## config.mk

```make
export PLATFORM = sky130hd
export DESIGN_NAME = fetch_realign_queue_flat
export DESIGN_NICKNAME = d
export VERILOG_FILES = /design/src/rtl/fetch_realign_queue_pkg.sv /design/src/rtl/fetch_realign_queue_if.sv /design/src/rtl/fetch_realign_queue_realigner.sv /design/src/rtl/fetch_realign_queue.sv /design/src/flat_wrapper.sv
export SDC_FILE = /design/constraint.sdc
export NUM_CORES = 2
export LEC_CHECK = 0
export ABC_AREA = 1
export BUFFER_PORTS_ARGS = -buffer_cell sky130_fd_sc_hd__buf_2
export CORE_MARGIN = 5
export CORE_UTILIZATION = 40
export DETAILED_ROUTE_END_ITERATION = 10
export HOLD_SLACK_MARGIN = 0.08
export SYNTH_ARGS = -nofsm -noshare
export SYNTH_HDL_FRONTEND = slang
export SYNTH_SLANG_ARGS = --single-unit
```

## constraint.sdc

```tcl
create_clock -name clk_i -period 26.2 [get_ports clk_i]
set_input_delay 2.62 -clock clk_i [delete_from_list [all_inputs] [get_ports clk_i]]
set_output_delay 2.62 -clock clk_i [all_outputs]
set_load 0.03 [all_outputs]
```

## src/rtl/fetch_realign_queue_pkg.sv

```systemverilog
// Shared types for the fetch realign queue.
// Straddle/RVC support is selected by CVA6_FRQ_RVC_EN.
package fetch_queue_pkg;

  localparam int unsigned VLEN = 64;

  typedef struct packed {
    logic            valid;
    logic [VLEN-1:0] target;
  } bp_t;

  typedef struct packed {
    logic            valid;
    logic [63:0]     cause;
    logic [VLEN-1:0] tval;
  } fq_ex_t;

  typedef struct packed {
    logic [VLEN-1:0] address;
    logic [31:0]     instruction;
    bp_t             bp;
    fq_ex_t          ex;
  } fq_entry_t;

  function automatic logic is_compressed(
    input logic [15:0] i_half
  );
    return i_half[1:0] != 2'b11;
  endfunction

endpackage

```

## src/rtl/fetch_realign_queue_if.sv

```systemverilog
// Fetch-word and ID-entry handshakes of the realign queue.
// slave = queue side, master = frontend/ID side.
interface fetch_realign_queue_if;
  import fetch_queue_pkg::*;

  logic            fetch_valid_i;
  logic            fetch_ready_o;
  logic [31:0]     fetch_data_i;
  logic [VLEN-1:0] fetch_addr_i;
  bp_t             fetch_bp_i;
  fq_ex_t          fetch_ex_i;
  fq_entry_t       fetch_entry_o;
  logic            fetch_entry_valid_o;
  logic            fetch_entry_ready_i;

  modport slave (
    input  fetch_valid_i,
    input  fetch_data_i,
    input  fetch_addr_i,
    input  fetch_bp_i,
    input  fetch_ex_i,
    input  fetch_entry_ready_i,
    output fetch_ready_o,
    output fetch_entry_o,
    output fetch_entry_valid_o
  );

  modport master (
    output fetch_valid_i,
    output fetch_data_i,
    output fetch_addr_i,
    output fetch_bp_i,
    output fetch_ex_i,
    output fetch_entry_ready_i,
    input  fetch_ready_o,
    input  fetch_entry_o,
    input  fetch_entry_valid_o
  );

endinterface

```

## src/rtl/fetch_realign_queue_realigner.sv

```systemverilog
// Splits a fetch word into up to two entries and keeps a straddling
// upper half in the leftover register (CVA6_FRQ_RVC_EN only).
module fetch_realigner
  import fetch_queue_pkg::*;
(
`ifdef CVA6_FRQ_RVC_EN
  input  logic            clk_i,
  input  logic            rst_i,
  input  logic            flush_i,
`endif
  input  logic            i_accept,
  input  logic [31:0]     i_data,
  input  logic [VLEN-1:0] i_addr,
  input  bp_t             i_bp,
  input  fq_ex_t          i_ex,
  output fq_entry_t       o_entry0,
  output fq_entry_t       o_entry1,
  output logic            o_valid0,
  output logic            o_valid1
);

`ifdef CVA6_FRQ_RVC_EN

  logic            r_lo_valid;
  logic [15:0]     r_lo_data;
  logic [VLEN-1:0] r_lo_addr;
  bp_t             r_lo_bp;

  logic [15:0]     w_lo_half;
  logic [15:0]     w_up_half;
  logic            w_lo_c;
  logic            w_up_c;
  logic [VLEN-1:0] w_up_addr;
  fq_entry_t       w_up_entry;
  logic            w_load;

  assign w_lo_half = i_data[15:0];
  assign w_up_half = i_data[31:16];
  assign w_lo_c    = is_compressed(w_lo_half);
  assign w_up_c    = is_compressed(w_up_half);
  assign w_up_addr = i_addr + VLEN'(2);

  // Upper half as a standalone compressed entry; it always ends the word.
  always_comb begin
    w_up_entry             = '0;
    w_up_entry.address     = w_up_addr;
    w_up_entry.instruction = {16'h0, w_up_half};
    w_up_entry.bp          = i_bp;
  end

  // Split the accepted word in program order into slot 0 then slot 1.
  always_comb begin
    o_entry0 = '0;
    o_entry1 = '0;
    o_valid0 = 1'b0;
    o_valid1 = 1'b0;
    w_load   = 1'b0;
    if (i_accept) begin
      if (i_ex.valid) begin
        o_valid0         = 1'b1;
        o_entry0.address = r_lo_valid ? r_lo_addr : i_addr;
        o_entry0.bp      = i_bp;
        o_entry0.ex      = i_ex;
      end else if (r_lo_valid) begin
        o_valid0             = 1'b1;
        o_entry0.address     = r_lo_addr;
        o_entry0.instruction = {w_lo_half, r_lo_data};
        o_entry0.bp          = r_lo_bp;
        if (w_up_c) begin
          o_valid1 = 1'b1;
          o_entry1 = w_up_entry;
        end else begin
          w_load = 1'b1;
        end
      end else if (!i_addr[1] && !w_lo_c) begin
        o_valid0             = 1'b1;
        o_entry0.address     = i_addr;
        o_entry0.instruction = i_data;
        o_entry0.bp          = i_bp;
      end else if (!i_addr[1]) begin
        o_valid0             = 1'b1;
        o_entry0.address     = i_addr;
        o_entry0.instruction = {16'h0, w_lo_half};
        if (w_up_c) begin
          o_valid1 = 1'b1;
          o_entry1 = w_up_entry;
        end else begin
          w_load = 1'b1;
        end
      end else begin
        if (w_up_c) begin
          o_valid0 = 1'b1;
          o_entry0 = w_up_entry;
        end else begin
          w_load = 1'b1;
        end
      end
    end
  end

  // Leftover register: every accepted word consumes or replaces it.
  always_ff @(posedge clk_i or posedge rst_i) begin
    if (rst_i) begin
      r_lo_valid <= 1'b0;
      r_lo_data  <= '0;
      r_lo_addr  <= '0;
      r_lo_bp    <= '0;
    end else if (flush_i) begin
      r_lo_valid <= 1'b0;
    end else if (i_accept) begin
      r_lo_valid <= w_load;
      if (w_load) begin
        r_lo_data <= w_up_half;
        r_lo_addr <= w_up_addr;
        r_lo_bp   <= i_bp;
      end
    end
  end

  // A pending half must be continued by the next sequential word.
  a_contig: assert property (
    @(posedge clk_i) disable iff (rst_i)
    (i_accept && r_lo_valid) |-> (i_addr == r_lo_addr + VLEN'(2))
  );

`else

  // One 32-bit entry per word; exceptions carry no instruction bits.
  always_comb begin
    o_entry0             = '0;
    o_entry1             = '0;
    o_valid0             = i_accept;
    o_valid1             = 1'b0;
    o_entry0.address     = i_addr;
    o_entry0.instruction = i_ex.valid ? 32'h0 : i_data;
    o_entry0.bp          = i_bp;
    o_entry0.ex          = i_ex;
  end

`endif

endmodule

```

## src/rtl/fetch_realign_queue.sv

```systemverilog
// Fetch realign queue: realigner feeding a registered FIFO towards ID.
// Define CVA6_FRQ_RVC_EN to enable compressed splitting and straddles.
module fetch_realign_queue #(
  parameter int unsigned DEPTH = 4,
  parameter int unsigned VLEN  = fetch_queue_pkg::VLEN
) (
  input  logic                   clk_i,
  input  logic                   rst_i,
  input  logic                   flush_i,
  fetch_realign_queue_if.slave   fq,
  output logic [$clog2(DEPTH):0] occupancy_o
);
  import fetch_queue_pkg::*;

  localparam int unsigned PW = $clog2(DEPTH);
  localparam int unsigned CW = PW + 1;
`ifdef CVA6_FRQ_RVC_EN
  localparam int unsigned FREE_MIN = 2;
`else
  localparam int unsigned FREE_MIN = 1;
`endif
  localparam logic [CW-1:0] C_LIM = CW'(DEPTH - FREE_MIN);

  fq_entry_t       r_mem [DEPTH];
  fq_entry_t       r_last;
  logic [PW-1:0]   r_wptr;
  logic [PW-1:0]   r_rptr;
  logic [CW-1:0]   r_cnt;

  logic [VLEN-1:0] w_addr;
  logic            w_accept;
  logic            w_pop;
  logic            w_v0;
  logic            w_v1;
  fq_entry_t       w_e0;
  fq_entry_t       w_e1;
  logic [CW-1:0]   w_push_n;

  assign w_addr   = fq.fetch_addr_i;
  assign w_accept = fq.fetch_valid_i && fq.fetch_ready_o;
  assign w_pop    = fq.fetch_entry_valid_o
                 && fq.fetch_entry_ready_i
                 && !flush_i;
  assign w_push_n = CW'(w_v0) + CW'(w_v1);

  // Ready uses registered occupancy only, never the ID handshake.
  assign fq.fetch_ready_o = !rst_i && !flush_i && (r_cnt <= C_LIM);
  assign fq.fetch_entry_valid_o = (r_cnt != '0);
  assign fq.fetch_entry_o = (r_cnt != '0) ? r_mem[r_rptr] : r_last;
  assign occupancy_o = r_cnt;

  fetch_realigner u_realigner (
`ifdef CVA6_FRQ_RVC_EN
    .clk_i    (clk_i),
    .rst_i    (rst_i),
    .flush_i  (flush_i),
`endif
    .i_accept (w_accept),
    .i_data   (fq.fetch_data_i),
    .i_addr   (w_addr),
    .i_bp     (fq.fetch_bp_i),
    .i_ex     (fq.fetch_ex_i),
    .o_entry0 (w_e0),
    .o_entry1 (w_e1),
    .o_valid0 (w_v0),
    .o_valid1 (w_v1)
  );

  // Storage write: slot 0 then slot 1 at consecutive pointers.
  always_ff @(posedge clk_i) begin
    if (!flush_i) begin
      if (w_v0) r_mem[r_wptr] <= w_e0;
      if (w_v1) r_mem[r_wptr + PW'(1)] <= w_e1;
    end
  end

  // Pointers and occupancy; flush empties the queue.
  always_ff @(posedge clk_i or posedge rst_i) begin
    if (rst_i) begin
      r_wptr <= '0;
      r_rptr <= '0;
      r_cnt  <= '0;
    end else if (flush_i) begin
      r_wptr <= '0;
      r_rptr <= '0;
      r_cnt  <= '0;
    end else begin
      r_wptr <= r_wptr + w_push_n[PW-1:0];
      r_rptr <= r_rptr + PW'(w_pop);
      r_cnt  <= r_cnt + w_push_n - CW'(w_pop);
    end
  end

  // Remember the last popped head so an empty queue holds its output.
  always_ff @(posedge clk_i or posedge rst_i) begin
    if (rst_i) begin
      r_last <= '0;
    end else if (w_pop) begin
      r_last <= r_mem[r_rptr];
    end
  end

`ifndef CVA6_FRQ_RVC_EN
  // Without RVC support every fetch word must be word aligned.
  a_aligned: assert property (
    @(posedge clk_i) disable iff (rst_i)
    w_accept |-> !w_addr[1]
  );
`endif

endmodule

```

## src/flat_wrapper.sv

```systemverilog
// flat-port wrapper written by rule: the top's interface ports become plain ports
module fetch_realign_queue_flat import fetch_queue_pkg::*;
#(
  parameter int unsigned DEPTH = 4,
  parameter int unsigned VLEN  = fetch_queue_pkg::VLEN
)
  (clk_i, rst_i, flush_i, occupancy_o, fq_fetch_valid_i, fq_fetch_data_i, fq_fetch_addr_i, fq_fetch_bp_i, fq_fetch_ex_i, fq_fetch_entry_ready_i, fq_fetch_ready_o, fq_fetch_entry_o, fq_fetch_entry_valid_o);
  fetch_realign_queue_if fq_i ();
  input  logic clk_i;
  input  logic rst_i;
  input  logic flush_i;
  output logic [$clog2(DEPTH):0] occupancy_o;
  input wire logic [$bits(fq_i.fetch_valid_i)-1:0] fq_fetch_valid_i;
  input wire logic [$bits(fq_i.fetch_data_i)-1:0] fq_fetch_data_i;
  input wire logic [$bits(fq_i.fetch_addr_i)-1:0] fq_fetch_addr_i;
  input wire logic [$bits(fq_i.fetch_bp_i)-1:0] fq_fetch_bp_i;
  input wire logic [$bits(fq_i.fetch_ex_i)-1:0] fq_fetch_ex_i;
  input wire logic [$bits(fq_i.fetch_entry_ready_i)-1:0] fq_fetch_entry_ready_i;
  output wire logic [$bits(fq_i.fetch_ready_o)-1:0] fq_fetch_ready_o;
  output wire logic [$bits(fq_i.fetch_entry_o)-1:0] fq_fetch_entry_o;
  output wire logic [$bits(fq_i.fetch_entry_valid_o)-1:0] fq_fetch_entry_valid_o;
  assign fq_i.fetch_valid_i = fq_fetch_valid_i;
  assign fq_i.fetch_data_i = fq_fetch_data_i;
  assign fq_i.fetch_addr_i = fq_fetch_addr_i;
  assign fq_i.fetch_bp_i = fq_fetch_bp_i;
  assign fq_i.fetch_ex_i = fq_fetch_ex_i;
  assign fq_i.fetch_entry_ready_i = fq_fetch_entry_ready_i;
  assign fq_fetch_ready_o = fq_i.fetch_ready_o;
  assign fq_fetch_entry_o = fq_i.fetch_entry_o;
  assign fq_fetch_entry_valid_o = fq_i.fetch_entry_valid_o;
  fetch_realign_queue #(.DEPTH(DEPTH), .VLEN(VLEN)) u_core (.clk_i(clk_i), .rst_i(rst_i), .flush_i(flush_i), .fq(fq_i), .occupancy_o(occupancy_o));
endmodule
```

Word level (Yosys, flattened, before mapping). Memories as Yosys holds them, arrays and structs flattened. Cells that the tools add are included.

Flip-flop bits (word level): 297. Output and inout bits: 295. Memories: 1. Memory bits (writable): 1160. Input bits: 295. Word-level logic and storage cells: 32.

Memory list: u_core.r_mem (depth 4, width 290, read ports 1, clocked after Yosys merged registers in 0, write ports 1, RTL line fetch_realign_queue.sv:24) `fq_entry_t r_mem [DEPTH];`.

Order comparisons: 1. Add/sub/neg operators: 4. Reduce and logical (&&, ||, !) cells: 8. Multiplexer cells: 8.

Operators with widths (number): 290-bit two-way mux (1); 32-bit two-way mux (1); 1-bit logical AND (5); 2-bit by 1-bit adder with 2-bit output (2); 2-bit two-way mux (2); 3-bit by 1-bit adder with 3-bit output (1); 3-bit by 2-bit <= comparator with 1-bit output, second input constant (1); 1-bit two-way mux (3); 3-bit two-way mux (1); 3-bit nonzero test (1); 3-bit by 1-bit subtractor with 3-bit output (1); 1-bit zero test (2).

Logic depth before layout (Yosys ltp).
Depth in word-level cells: 7. Gate-level depth with buffers: 12. Gate-level depth less buffers: 10.

Hierarchy. Synthesis repeated with hierarchy kept, for this count alone.

Cell total of the unflattened synthesis: 8812. Area total of the unflattened synthesis: 75516.2 um^2.

Modules (own cells, without submodules): fetch_realign_queue (area each 71109.4 um^2, cells an instance 8194, sequential area each 42265.5 um^2, times used 1); fetch_realigner (area each 4406.7 um^2, cells an instance 618, sequential area each 0.0 um^2, times used 1).

Worst setup path before layout. OpenSTA, ideal clock, no wires.

Path type: input -> register. From: in flush_i. To: mem u_core.r_mem[0][0] in the netlist's numbering (enable). Library setup time: 948 ps. Arrival: 15128 ps. Path slack: 10123 ps. Cell stages on the path: 4. Data required time: 25252 ps. Path buffers: 1. Cells stage by stage: buf_4 > nor2_1 > nand4_1 > nor2_1.

Word-level cells in the longest chain between the ends: 7.

RTL lines: start, declared (RTL line flat_wrapper.sv:11) `input logic flush_i;`; 1-bit zero test (RTL line fetch_realign_queue.sv:47) `assign fq.fetch_ready_o = !rst_i && !flush_i && (r_cnt <= C_LIM);`; 1-bit logical AND (2 in series) (RTL line fetch_realign_queue.sv:47); 1-bit logical AND (RTL line fetch_realign_queue.sv:40) `assign w_accept = fq.fetch_valid_i && fq.fetch_ready_o;`; 1-bit two-way mux (RTL line fetch_realign_queue.sv:72) `if (w_v0) r_mem[r_wptr] <= w_e0;`; 1-bit two-way mux (*) (RTL line fetch_realign_queue.sv:71) `if (!flush_i) begin`; 1-bit two-way mux (implied by the code) (*) (RTL line fetch_realign_queue.sv:72); end, declared (RTL line fetch_realign_queue.sv:24).

Mark *: on every way between the ends. The rest lies on a longest branch, timed or not.

Final worst setup path.
From: reg u_core.r_rptr[0]. To: out fq_fetch_entry_o[110].

Word-level cells in the longest chain between the ends: 2.

RTL lines: start, declared (RTL line fetch_realign_queue.sv:27) `logic [PW-1:0] r_rptr;`; start signal, assigned (RTL line fetch_realign_queue.sv:89) `r_rptr <= r_rptr + PW'(w_pop);`; memory read 4 x 290 bit; 290-bit two-way mux (RTL line fetch_realign_queue.sv:49) `assign fq.fetch_entry_o = (r_cnt != '0) ? r_mem[r_rptr] : r_last;`; end, declared (RTL line flat_wrapper.sv:20) `output wire logic [$bits(fq_i.fetch_entry_o)-1:0] fq_fetch_entry_o;`.

Every way passes these cells.

==> run metrics <==
Arrival @ worst endpoint about 4.9 ns; Syn Nets 5678; remaining antenna violation count 0; Post-route DRC 0; H-tree depth 4; crit path launch type flop; first-pass GRT wire length 252 mm; Die X 394 um; per-cell routed wire length 20.9 um; Min Hold Slack 0.476 ns; Leakage ~28 nW; vias per cell 5.21; drt total wl around 170 mm; CP Capture Type output port; fmax about 0.13 GHz; root buffer cell clkbuf_16; Max Cap Viol 0; Max-slew headroom 6.20%; Via Count 41400; final setup vio count 0; crit share post-route 28.6%; CTS Hold Bufs 0; Cells after Synth 5378; required time worst endpoint 23.58 ns; Peak VDD IR 0.000137 V; CTS sink cnt 1457; area delta synth->final 15.9%; PostCTS Resize Cnt 0; Net count, final between 6000 and 7000; setup TNS 0 ns; Total Routing Usage GR a little over a fifth; PortBufs about 590; Setup CP Type reg -> out; vias in the first global route between 40000 and 50000; outcome finished clean; Cell Chain, Critical Path buf_4, buf_4, buf_12, nand2_1, nand3_1, nand3_1, nand2_1, buf_2; die area 0.155 mm^2; flop2flop setup slack 21.24 ns; CP peak stage delay a little over 0.8 ns; min cycle time layout 7.49 ns; register bit total from synthesis 1457; Worst Reg-to-Reg Cells 7; core area 0.147 mm^2; Hold Path End u_core.r_last[102]; RR Startpoint u_core.occupancy_o[1]; post-DP HPWL 90.2 mm; Final Max Tran Viols 0; IO Pins 590; total gr overflow 0; worst min path class reg -> reg; worst-path fanout max about 200; Initial DRC Count 3384; clk slew on worst S/H paths 0.06 ns; row cnt 141; PD cells 109 mW/mm^2; Clock Skews 0.0365 ns; routability cong. a little under 0.8; die height a little under 400 um; number of CTS-inserted buffers about 160; endpoints failing hold 0; post-synthesis sequential area ratio 71.6%; drt first pass iters 5; synth unique cells 25; Fillers 13400; hold path depth 2; setup repair bufs after CTS 0; synthesized area 0.0590 mm^2; Syn. warnings 0; Slew @ Worst Pin 1.41 ns; hold_sp u_core.r_last[102]; initial antenna violation count 54; share of cells above drive strength 1 14.7%; Longest Clk Path Bufs 3; RSZ-0062 raised after global routing false; largest net degree at the start of global routing 210; clock latency on the worst-skew pair ~0.78 ns; slowest CP cell buf_4; Starting Density 40.1%; CTS tree done; R2R Path End u_core.r_mem[3][244]; Avg Cell Area, Syn 11.0 um^2
## registers in the layout, summed over array words and instances, names as in the netlist
name and count:
u_core.occupancy_o 3, u_core.r_mem 1160, u_core.r_last 290, u_core.r_wptr 2, u_core.r_rptr 2
## how the worst max path moves through the flow
stage,from,to,slack (ns),cells after the start
after floorplan,flush_i,u_core.r_mem[0][0],10.12,4
after global placement,flush_i,u_core.r_mem[3][235],19.07,7
after detailed placement,flush_i,u_core.r_mem[3][235],19.02,7
after CTS,u_core.occupancy_o[1],fq_fetch_entry_o[195],18.55,8
after global routing,u_core.r_rptr[0],fq_fetch_entry_o[108],18.39,8
final,u_core.r_rptr[0],fq_fetch_entry_o[110],18.71,8
## cell type report
type	instances	area [um^2]	share of cell area (%)
sequential	1457	42300	61.8
clock inverter	70	632	0.923
timing repair buffer	633	3440	5.03
multi-input combinational	3546	14900	21.8
clock buffer	226	4470	6.53
tap	1930	2410	3.53
inverter	49	214	0.313
antenna	31	77.6	0.113
## metrics by stage
stage               cells  util (%)  instance area [um^2]  setup WS, ns  total power [mW]
finish               7942      46.5                 68400         18.71              7.46
global route         7924      46.4                 68400         18.39              7.84
global placement     7615      42.9                 63300         19.07              5.33
detailed placement   7615      42.9                 63300         19.02              5.35
CTS                  7911      46.4                 68400         18.55              7.53
floorplan            5378         -                 59000         10.12              4.52
## synthesized netlist by cell type
library cell	n	area, um^2
clkbuf_1	46	173
nand2_2	2	12.5
a21oi_1	1	5.00
dfrtp_1	297	7430
buf_2	218	1090
buf_1	15	56.3
nand2_4	1	11.3
inv_1	43	161
inv_2	6	22.5
fa_1	1	20.0
nand3b_1	1	7.51
edfxtp_1	1160	34800
o21ai_0	2	10.0
buf_4	30	225
xnor2_1	1	8.76
ha_1	4	50.1
a21oi_4	1	16.3
xor2_1	1	8.76
buf_6	13	146
nand2_1	2325	8730
nor2_1	43	161
nand4_1	1	6.26
clkbuf_4	4	30.0
nor2_4	1	11.3
nand3_1	1161	5810
## cell usage in the layout, fill, tap and decap left out, types with 2 or more instances in the layout
| cell type | Yosys | routed |
|---|---|---|
| buf_12 | 0 | 13 |
| buf_2 | 218 | 589 |
| buf_4 | 30 | 31 |
| bufinv_16 | 0 | 4 |
| clkbuf_1 | 46 | 44 |
| clkbuf_16 | 0 | 160 |
| clkbuf_8 | 0 | 22 |
| clkinv_1 | 0 | 24 |
| clkinv_16 | 0 | 4 |
| clkinv_2 | 0 | 21 |
| clkinv_4 | 0 | 2 |
| clkinv_8 | 0 | 4 |
| clkinvlp_4 | 0 | 4 |
| dfrtp_1 | 297 | 295 |
| dfrtp_4 | 0 | 2 |
| diode_2 | 0 | 31 |
| edfxtp_1 | 1160 | 1160 |
| ha_1 | 4 | 4 |
| inv_1 | 43 | 42 |
| inv_16 | 0 | 2 |
| inv_2 | 6 | 3 |
| inv_6 | 0 | 5 |
| inv_8 | 0 | 4 |
| nand2_1 | 2325 | 2325 |
| nand2_8 | 0 | 2 |
| nand3_1 | 1161 | 1161 |
| nor2_1 | 43 | 39 |
| nor2_4 | 1 | 5 |
| o21ai_0 | 2 | 2 |
## critical path, delay by kind of cell (launching register included)
kind / cells / cell delay, ns
DFF: 1 / 0.64
buffers and inverters: 4 / 2.40
and+or+nand+nor: 4 / 0.55
## logic make-up (layout without fill, tap and decap cells)
kind of cell | count (synthesis) | count (layout) | share of synthesized area [%]
compound gates | 4 | 4 | 0.0530
xor+xnor | 2 | 2 | 0.0297
fa+ha+maj | 5 | 5 | 0.119
buf+inv | 375 | 978 | 3.23
flops | 1457 | 1457 | 71.6
other cells | 0 | 31 | 0
simple gates | 3535 | 3535 | 25.0
## routing by layer
metal  vias up  track usage, %  wire length, um
li1      19300               -                -
met1     20300            28.0            69500
met2      1447            34.2            79500
met3       270            5.15            12900
met4        18            6.55             4190
met5         -               0              115
## report_power, final
group | total [mW] | internal (mW) | switching [mW] | leakage (nW)
combinational | 2.41 | 0.592 | 1.82 | 11.7
clock | 2.16 | 1.24 | 0.923 | 2.48
sequential | 2.89 | 2.75 | 0.136 | 14.2
(Power assumes the default switching activity.)
